===== src/rtl/cla_pkg.sv =====
// Shared definitions for the serial carry-lookahead adder.
//
// Contents:
//   cla_state_e   - FSM state encoding (IDLE, RUN, DONE)
//   CLA_WIDTH     - default operand width
//   CLA_GROUP     - default bits resolved per cycle
//   CLA_N         - default slice count (CLA_WIDTH / CLA_GROUP)
//   CLA_KW        - default slice-index width, $clog2(CLA_N) with a floor of 1
//   cla_cfg_ok()  - elaboration check that width is a multiple of the group size
//   cla_slices()  - slice count for a given width / group
//   cla_idx_w()   - slice-index width for a given slice count
//
// Optional feature macro used by the top: CLA_SUB_EN (subtract support).
package cla_pkg;

  typedef enum logic [1:0] {
    IDLE = 2'd0,
    RUN  = 2'd1,
    DONE = 2'd2
  } cla_state_e;

  localparam int CLA_WIDTH = 32;
  localparam int CLA_GROUP = 4;
  localparam int CLA_N     = CLA_WIDTH / CLA_GROUP;
  // A single-slice build still needs a 1-bit index register.
  localparam int CLA_KW    = (CLA_N > 1) ? $clog2(CLA_N) : 1;

  function automatic bit cla_cfg_ok(input int width, input int group);
    return (group > 0) && (width >= group) && ((width % group) == 0);
  endfunction

  function automatic int cla_slices(input int width, input int group);
    return width / group;
  endfunction

  function automatic int cla_idx_w(input int n);
    return (n > 1) ? $clog2(n) : 1;
  endfunction

endpackage


===== src/rtl/cla_group.sv =====
// Combinational GROUP-bit carry-lookahead slice.
//
// Every carry inside the slice is formed from the slice carry-in through
// prefix propagate/generate terms, so no carry waits on its neighbour.
//
// Ports:
//   a, b      in   GROUP  operand slice
//   c_in      in   1      carry into the slice LSB
//   sum       out  GROUP  slice sum, sum_i = p_i ^ c_i
//   c_out     out  1      carry out of the slice MSB
//   c_msb_in  out  1      carry into the slice MSB (for signed overflow)
//   p_grp     out  1      group propagate (all bits propagate)
//   g_grp     out  1      group generate (slice generates a carry by itself)
module cla_group #(
  parameter int GROUP = 4
) (
  input  logic [GROUP-1:0] a,
  input  logic [GROUP-1:0] b,
  input  logic             c_in,
  output logic [GROUP-1:0] sum,
  output logic             c_out,
  output logic             c_msb_in,
  output logic             p_grp,
  output logic             g_grp
);

  logic [GROUP-1:0] p;
  logic [GROUP-1:0] g;
  logic [GROUP-1:0] c;      // carry into each bit
  logic             pp;     // prefix propagate over bits below i
  logic             gg;     // prefix generate over bits below i

  always_comb begin
    p  = a ^ b;
    g  = a & b;
    c  = '0;
    pp = 1'b1;
    gg = 1'b0;
    for (int i = 0; i < GROUP; i++) begin
      // Carry into bit i depends only on prefix terms and c_in.
      c[i] = gg | (pp & c_in);
      gg   = g[i] | (p[i] & gg);
      pp   = pp & p[i];
    end
    p_grp    = pp;
    g_grp    = gg;
    c_out    = gg | (pp & c_in);
    c_msb_in = c[GROUP-1];
    sum      = p ^ c;
  end

endmodule


===== src/rtl/cla_serial_adder.sv =====
// Multi-cycle carry-lookahead adder: resolves one GROUP-bit slice per clock,
// linking slices through a registered carry.
//
// Handshakes: a transfer happens on a rising clk edge where valid and ready
// are both high. in_ready is high only in IDLE; out_valid is high only in
// DONE, and sum/cout/overflow hold stable while out_valid && !out_ready.
//
// Ports:
//   clk        in   1      rising-edge clock
//   rst        in   1      synchronous active-high reset
//   in_valid   in   1      a, b, cin (and sub) are valid
//   in_ready   out  1      operands accepted (IDLE only)
//   a, b       in   WIDTH  operands
//   cin        in   1      carry in
//   sub        in   1      subtract select (only when CLA_SUB_EN is defined)
//   out_valid  out  1      result valid
//   out_ready  in   1      consumer takes the result
//   sum        out  WIDTH  result, modulo 2^WIDTH
//   cout       out  1      carry out of the MSB (1 = no borrow when subtracting)
//   overflow   out  1      signed overflow, carry into MSB ^ carry out of MSB
//
// Optional feature macro: CLA_SUB_EN adds the sub port. With sub=1 the block
// latches ~b and forces the initial carry to 1, ignoring cin.
module cla_serial_adder
  import cla_pkg::*;
#(
  parameter int WIDTH = CLA_WIDTH,
  parameter int GROUP = CLA_GROUP
) (
  input  logic             clk,
  input  logic             rst,
  input  logic             in_valid,
  output logic             in_ready,
  input  logic [WIDTH-1:0] a,
  input  logic [WIDTH-1:0] b,
  input  logic             cin,
`ifdef CLA_SUB_EN
  input  logic             sub,
`endif
  output logic             out_valid,
  input  logic             out_ready,
  output logic [WIDTH-1:0] sum,
  output logic             cout,
  output logic             overflow
);

  localparam int N  = cla_slices(WIDTH, GROUP);
  localparam int KW = cla_idx_w(N);
  localparam logic [KW-1:0] LAST = KW'(N - 1);

  if (!cla_cfg_ok(WIDTH, GROUP)) begin : g_bad_cfg
    $error("cla_serial_adder: WIDTH must be a positive multiple of GROUP");
  end

  cla_state_e       state;
  logic [KW-1:0]    k;
  logic [WIDTH-1:0] a_q;
  logic [WIDTH-1:0] b_q;
  logic             carry_q;

  // Operand B and initial carry as they are latched at acceptance.
  logic [WIDTH-1:0] b_eff;
  logic             c_init;

`ifdef CLA_SUB_EN
  always_comb begin
    b_eff  = sub ? ~b : b;
    c_init = sub ? 1'b1 : cin;
  end
`else
  always_comb begin
    b_eff  = b;
    c_init = cin;
  end
`endif

  logic [GROUP-1:0] g_sum;
  logic             g_cout;
  logic             g_cmsb;
  logic             g_p;
  logic             g_g;

  // Operand registers shift right one slice per RUN cycle, so the current
  // slice always sits in the low GROUP bits.
  cla_group #(.GROUP(GROUP)) u_group (
    .a        (a_q[GROUP-1:0]),
    .b        (b_q[GROUP-1:0]),
    .c_in     (carry_q),
    .sum      (g_sum),
    .c_out    (g_cout),
    .c_msb_in (g_cmsb),
    .p_grp    (g_p),
    .g_grp    (g_g)
  );

  // Group P/G are not needed by the serial datapath; kept for observability.
  logic unused_pg;
  assign unused_pg = g_p ^ g_g;

  always_ff @(posedge clk) begin
    if (rst) begin
      state     <= IDLE;
      in_ready  <= 1'b1;
      out_valid <= 1'b0;
      sum       <= '0;
      cout      <= 1'b0;
      overflow  <= 1'b0;
      k         <= '0;
      a_q       <= '0;
      b_q       <= '0;
      carry_q   <= 1'b0;
    end else begin
      unique case (state)
        IDLE: begin
          // in_ready is high throughout IDLE, so in_valid alone is a transfer.
          if (in_valid) begin
            a_q      <= a;
            b_q      <= b_eff;
            carry_q  <= c_init;
            sum      <= '0;
            cout     <= 1'b0;
            overflow <= 1'b0;
            k        <= '0;
            in_ready <= 1'b0;
            state    <= RUN;
          end
        end
        RUN: begin
          a_q     <= a_q >> GROUP;
          b_q     <= b_q >> GROUP;
          carry_q <= g_cout;
          // Slice sums enter at the top; after N slices they are aligned.
          sum     <= (sum >> GROUP) | (WIDTH'(g_sum) << (WIDTH - GROUP));
          if (k == LAST) begin
            cout      <= g_cout;
            overflow  <= g_cmsb ^ g_cout;
            out_valid <= 1'b1;
            state     <= DONE;
          end else begin
            k <= k + 1'b1;
          end
        end
        DONE: begin
          if (out_ready) begin
            out_valid <= 1'b0;
            in_ready  <= 1'b1;
            state     <= IDLE;
          end
        end
        default: begin
          out_valid <= 1'b0;
          in_ready  <= 1'b1;
          state     <= IDLE;
        end
      endcase
    end
  end

endmodule


===== config.mk =====
export PLATFORM = sky130hd
export DESIGN_NAME = cla_serial_adder
export DESIGN_NICKNAME = d
export VERILOG_FILES = /design/src/rtl/cla_pkg.sv /design/src/rtl/cla_group.sv /design/src/rtl/cla_serial_adder.sv
export SDC_FILE = /design/constraint.sdc
export NUM_CORES = 1
export LEC_CHECK = 0
export ABC_CLOCK_PERIOD_IN_PS = 2300
export CORE_MARGIN = 2
export CORE_UTILIZATION = 55
export CTS_CLUSTER_DIAMETER = 120
export DETAILED_ROUTE_END_ITERATION = 16
export DONT_BUFFER_PORTS = 1
export PLACE_DENSITY = 0.71
export SLEW_MARGIN = 20
export SYNTH_ARGS = -nofsm -noshare
export SYNTH_HDL_FRONTEND = slang
export SYNTH_SLANG_ARGS = --single-unit
export TNS_END_PERCENT = 50

===== constraint.sdc =====
create_clock -name clk -period 2.3 [get_ports clk]
set_input_delay 0.69 -clock clk [delete_from_list [all_inputs] [get_ports clk]]
set_output_delay 0.69 -clock clk [all_outputs]
set_load 0.1 [all_outputs]

==> results.md, run 1 <==
* Run status: finished, final reports clean
* Final period util at 80.62%
* Register area at ~0.0021 mm²
* Gpl congestion at roughly 0.8
* CTS clk-pin slew, worst paths at 0.09 ns
* Final Max Tran Viols at 0
* Largest fanout on the critical path at 19
* Max-capacitance violation count at 0
* Remaining global-route overflow at 0
* Fin Clk Skew at ~0.0067 ns
* Layout cells sized above 1 at 14.07%
* Drt pass-1 iters at 5
* Leak at between 1.5 and 2 nW
* Peak supply drop at approximately 0.57 mV
* Synth cell types at 32
* RSZ-0062 raised after global routing: false
* Die Width at 93.60 µm
* Kind of start point of the critical path: flop
* Hold_sp: rst
* Top cells by area, synth: dfxtp_1, nand2_1, nor2_1, a311oi_1, a22oi_1
* WP data arrival at around 2.1 ns
* CTS H-tree depth at 3
* Global-route wire length before repair at between 15000 and 20000 µm
* Register area share after synthesis at 48.06%
* Max_slew headroom at a little under two thirds
* Hold path depth at 1
* Clock Tree Root: clkbuf_8
* IO Port Bufs at 0
* Hold/Removal Path Class: input pin to flop
* Number of global-route vias before repair at 3405
* DRC Markers at 0
* Worst skew pair latency at between 0.3 and 0.4 ns
* Fill cells at approximately 710
* Mapped Area at 0.004415 mm²
* Area grow syn2layout at 11.28%
* Setup violators final at 0
* Max Root-Sink Buffers at 2
* Post-DP Area at roughly 0.0047 mm²
* Pin count of the biggest net entering global routing at roughly 110
* Starting Density at between 50% and 60%
* Total GRT Usage at 22.91%
* Syn Inst Count at about 520
* PD cells at 749.7 mW/mm²
* Fin util at ~63%
* TNS Setup at 0 ns
* Die span in y at 93.60 µm
* Mean Syn Cell Area at 8.508 µm²
* Largest area contributor in the netlist: dfxtp_1
* Ant. Diodes at 0
* R2R cell count at 4
* Worst hold path endpoint: b_q[17]$_SDFFE_PP0P_
* Most frequent cells in the layout: nand2_1, nor2_1, dfxtp_1
* Total setup buffers inserted after CTS at 0
* Routed wire per std cell at 15.34 µm
* CP endpoint kind: flop
* Via count at ~3.7k
* Tightest Pin Transition at roughly 0.54 ns
* Hold Fails Final Rpt at 0
* Vias per cell at between 5 and 6
* Fmax achieved at between 500 and 600 MHz
* CTS tree: yes
* Antenna viol nets, final at 0
* Critical Path RT at around 2.6 ns
* Row cnt at 32
* Routed WL at between 9000 and 10000 µm
* DP Wirelength at roughly 6500 µm
* Nets@finish at roughly 600
* Initial antenna violation count at 0
* CTS Hold Buffers Added at 0
* Area fraction of the dominant cell type after synthesis at approximately half
* Seq cells post-synth at 106
* Synthesized netlist net count at just under 600
* Final Cell Area at 0.004913 mm²
* CTS Buf Count at 9
* Hold slack at 0.3919 ns
* Min cycle time layout at 1.854 ns
* Clk sinks at roughly 110
* Kind of critical path: flop to flop
* Core region area at approximately 0.0078 mm²
* RR Endpoint: a_q[15]$_SDFFE_PP0P_
* Area of the multi-input gates at between 0.002 and 0.0025 mm²
* Top Ports at ~110
* Commonest non-fill, non-tap cell in the layout: nand2_1
* Reg2reg start: state[0]$_SDFFE_PP0P_
* Iter 0 DRT Violations at around 150
* CTS resizes at 0
* FF-to-FF setup slack at roughly 0.45 ns
* Die area at a little under 0.009 mm²
* Synthesis Warnings at 0
==> cell usage after synthesis <==
cell type / instances
nand2_1: 116
nor2_1: 109
dfxtp_1: 106
a311oi_1: 46
a22oi_1: 40
buf_2: 21
clkbuf_1: 20
a21oi_1: 10
a311oi_2: 10
ha_1: 6
buf_6: 5
nor2b_1: 3
o2bb2ai_1: 3
buf_4: 2
nand2b_1: 2
nor3_1: 2
nor3b_1: 2
xor2_1: 2
a211o_1: 1
a211oi_1: 1
a21o_1: 1
a21oi_2: 1
fa_1: 1
inv_1: 1
mux2i_1: 1
nor2_2: 1
nor3b_2: 1
o21a_1: 1
o21ai_0: 1
o21bai_1: 1
o31ai_1: 1
or2_2: 1
==> worst max-delay path, stage by stage (launching register included) <==
cell and delay [ns]:
dfxtp_1 0.58, nor2b_4 0.57, buf_4 0.28, nand2_1 0.08, a311oi_1 0.26
==> layer usage <==
layer | vias up | routed length, µm | global-route usage, %
met2 | 94 | 4572 | 35.61
met3 | 10 | 728 | 8.219
met5 | - | 0 | 0
met1 | 1722 | 4312 | 30.23
li1 | 1828 | - | -
met4 | 0 | 127 | 6.401
==> report_power, final <==
| part | leakage, nW | internal, mW | switching, mW |
|---|---|---|---|
| logic | 0.997 | 0.169 | 0.302 |
| registers | 0.870 | 1.94 | 0.0608 |
| clock network | 0.101 | 0.617 | 0.594 |
==> metrics by stage <==
step | instances | power (mW) | worst slack [ns]
after global routing | 635 | 3.868 | 0.2476
after floorplan | 519 | 2.441 | 0.6373
after detailed placement | 619 | 2.517 | 0.4839
after CTS | 635 | 3.720 | 0.4413
final | 635 | 3.684 | 0.4458
after global placement | 619 | 2.498 | 0.5790
==> final cells by class <==
cell class | count | area share [%]
Inverter | 1 | 0.07639
Timing Repair Buffer | 46 | 8.047
Clock inverter | 4 | 1.553
Multi-Input combinational cell | 364 | 41.79
Sequential cell | 106 | 43.19
Clock buffer | 12 | 2.750
Tap cell | 102 | 2.597
==> flip-flops by register name (all words and copies together), names as in the netlist <==
register / cells
k: 3
in_ready: 1
b_q: 32
sum: 32
cout: 1
carry_q: 1
state: 2
overflow: 1
out_valid: 1
a_q: 32
==> cells by family after synthesis <==
logic type	count (synthesis)	share of synthesized area [%]
AO/OA/AOI/OAI	117	22.41
XOR/XNOR	2	0.3968
adder cells (fa/ha/maj)	7	2.154
buffers and inverters	49	5.780
flip-flops	106	48.06
multiplexers	1	0.2267
AND/OR/NAND/NOR	237	20.97
==> how the worst max path moves through the flow <==
stage	start	to	slack [ns]	cells after the start
after floorplan	in_valid	sum[0]$_SDFFE_PP0P_	0.64	6
after global placement	state[0]$_SDFFE_PP0P_	a_q[25]$_SDFFE_PP0P_	0.58	4
after detailed placement	state[0]$_SDFFE_PP0P_	a_q[15]$_SDFFE_PP0P_	0.48	4
after CTS	state[0]$_SDFFE_PP0P_	a_q[15]$_SDFFE_PP0P_	0.44	4
after global routing	state[0]$_SDFFE_PP0P_	a_q[15]$_SDFFE_PP0P_	0.25	4
final	state[0]$_SDFFE_PP0P_	a_q[15]$_SDFFE_PP0P_	0.45	4
Power figures use the tool's default switching activity.
==> run 2: changes to the inputs <==
--- a/config.mk
+++ b/config.mk
@@ -5,13 +5,13 @@
 export SDC_FILE = /design/constraint.sdc
 export NUM_CORES = 1
 export LEC_CHECK = 0
-export ABC_CLOCK_PERIOD_IN_PS = 2300
+export ABC_CLOCK_PERIOD_IN_PS = 1700
 export CORE_MARGIN = 2
 export CORE_UTILIZATION = 55
 export CTS_CLUSTER_DIAMETER = 120
 export DETAILED_ROUTE_END_ITERATION = 16
 export DONT_BUFFER_PORTS = 1
-export PLACE_DENSITY = 0.71
+export PLACE_DENSITY = 0.74
 export SLEW_MARGIN = 20
 export SYNTH_ARGS = -nofsm -noshare
 export SYNTH_HDL_FRONTEND = slang
==> constraint.sdc (replaced) <==
create_clock -name clk -period 1.7 [get_ports clk]
set_input_delay 0.51 -clock clk [delete_from_list [all_inputs] [get_ports clk]]
set_output_delay 0.51 -clock clk [all_outputs]
set_load 0.1 [all_outputs]
==> run 2 against run 1 <==
Via count fell by 0.82%. Power increased by 31%. Utilization increased by 0.24 points. Global-route usage fell by 0.34 points. Critical path depth increased by 1. Clock power rose by 20%. Wire length fell by 0.74%. Clock skew up 0.0082 ns. First-iteration DRC count increased by 82%. Worst setup slack got worse by 0.34 ns. Worst hold slack lost 0.19 ns. Critical endpoint is now sum[31]$_SDFFE_PP0P_. Largest power group unchanged. Highest routed layer unchanged.
==> results.md, run 2 (same netlist as run 1, synthesis figures left out) <==
* Run status: finished, final reports clean
* Post-DP Area at ~0.0047 mm²
* Total GRT Usage at around 23%
* WP data arrival at 1.86 ns
* Global-route wire length before repair at ~16000 µm
* Nets@finish at slightly above 600
* Starting Density at 56.85%
* Total power at just under 5 mW
* DP Wirelength at roughly 6500 µm
* CTS clk-pin slew, worst paths at 0.11 ns
* CP max stage cell: dfxtp_2
* CP Cell Sequence: ha_1, a211o_1, a21o_1, xor2_1, o2bb2ai_1
* Remaining global-route overflow at 0
* TNS Setup at 0 ns
* Via count at between 3k and 4k
* Hold slack at a little over 0.2 ns
* Layout cells sized above 1 at 15.17%
* Final Cell Area at about 0.0049 mm²
* FF-to-FF setup slack at approximately 0.11 ns
* Max Root-Sink Buffers at 2
* Setup violators final at 0
* Hold_sp: rst
* Kind of critical path: flop to flop
* Pre-CTS setup slack at 0.1204 ns
* Ant. Diodes at 0
* CTS tree: yes
* CTS Buf Count at 9
* CTS H-tree depth at 3
* Pin count of the biggest net entering global routing at 107
* Worst hold path endpoint: b_q[18]$_SDFFE_PP0P_
* Routed WL at 9669 µm
* Die span in y at roughly 94 µm
* Reg2reg start: a_q[0]$_SDFFE_PP0P_
* Antenna viol nets, final at 0
* Most frequent cells in the layout: nand2_1, nor2_1, dfxtp_1
* Core region area at between 0.007 and 0.008 mm²
* Routed wire per std cell at 15.20 µm
* Final Max Tran Viols at 0
* CP endpoint kind: flop
* Total setup buffers inserted after CTS at 0
* Critical Path RT at 1.96 ns
* Area grow syn2layout at 11.70%
* Max_slew headroom at between 70% and 80%
* Initial antenna violation count at 0
* DRC Markers at 0
* Critical path's top delay family: compound AO/OA/AOI/OAI gates
* Die Width at around 94 µm
* Hold path depth at 1
* IO Port Bufs at 0
* Min cycle time layout at ~1.6 ns
* Fmax achieved at around 630 MHz
* Row cnt at 32
* Number of global-route vias before repair at 3356
* Vias per cell at 5.698
* Dpl cells at 620
* RR Endpoint: sum[31]$_SDFFE_PP0P_
* PnR worst setup slack at around 0.11 ns
* Largest regs: a_q x32, b_q x32, sum x32
* Gpl congestion at slightly above 0.8
* Kind of start point of the critical path: flop
* Max-capacitance violation count at 0
* Worst skew pair latency at 0.37 ns
* Peak supply drop at between 0.5 and 0.6 mV
* Fin Clk Skew at around 0.015 ns
* Drt pass-1 iters at 4
* Tightest Pin Transition at roughly 0.44 ns
* Final period util at 93.63%
* Iter 0 DRT Violations at 278
* Top Ports at 105
* Non-Filler Instances at roughly 640
* Hold/Removal Path Class: input pin to flop
* RSZ-0062 raised after global routing: false
* Hold Fails Final Rpt at 0
* Critical Path Max Stage Delay at 0.35 ns
* Fin util at a little under two thirds
* CTS resizes at 0
* CTS Hold Buffers Added at 0
* Leak at between 1.5 and 2 nW
* Clk sinks at ~110
* R2R cell count at 5
* CP Buf/Inv Count at 0
* PD cells at about 980 mW/mm²
* Commonest non-fill, non-tap cell in the layout: nand2_1
* Clock Tree Root: clkbuf_8
* Die area at just under 0.009 mm²
* Largest fanout on the critical path at 4
==> run 2: how the worst max path moves through the flow <==
stage	from	to	slack, ns	depth (start not counted)
after floorplan	a_q[0]$_SDFFE_PP0P_	sum[31]$_SDFFE_PP0P_	0.19	5
after global placement	a_q[0]$_SDFFE_PP0P_	sum[31]$_SDFFE_PP0P_	0.17	5
after detailed placement	a_q[0]$_SDFFE_PP0P_	sum[31]$_SDFFE_PP0P_	0.12	5
after CTS	a_q[0]$_SDFFE_PP0P_	sum[31]$_SDFFE_PP0P_	0.09	5
after global routing	a_q[0]$_SDFFE_PP0P_	sum[31]$_SDFFE_PP0P_	0.01	5
final	a_q[0]$_SDFFE_PP0P_	sum[31]$_SDFFE_PP0P_	0.11	5
==> run 2: per-layer routing <==
layer	track usage, %	vias up	part of all wire (%)
met5	0	-	0
met4	8.454	0	1.6
met3	5.882	14	7.4
met2	36.63	98	47
met1	28.93	1681	44
li1	-	1831	-
==> run 2: worst register-to-register path, delay by kind of cell, from the launching register on <==
family	cells	cell delay (ns)
AOI/OAI and AO/OA	3	0.67
DFF	1	0.35
adders and majority gates	1	0.31
xor gates and xnor gates	1	0.16
==> run 2: where the power goes <==
part / total [mW] / switching (mW) / internal [mW] / leakage, nW
clock: 1.45 / 0.890 / 0.559 / 0.0925
combinational: 0.658 / 0.416 / 0.243 / 1.02
sequential: 2.70 / 0.0765 / 2.63 / 0.871
==> run 2: layout make-up <==
type / instances / area (µm²)
well taps: 102 / 127.6
multi-input cells: 364 / 2053
flip-flops and latches: 106 / 2125
clock inverters: 7 / 58.81
repair buffers: 47 / 440.4
clock buffers: 9 / 123.9
fillers: 672 / 2835
inverters: 1 / 3.754
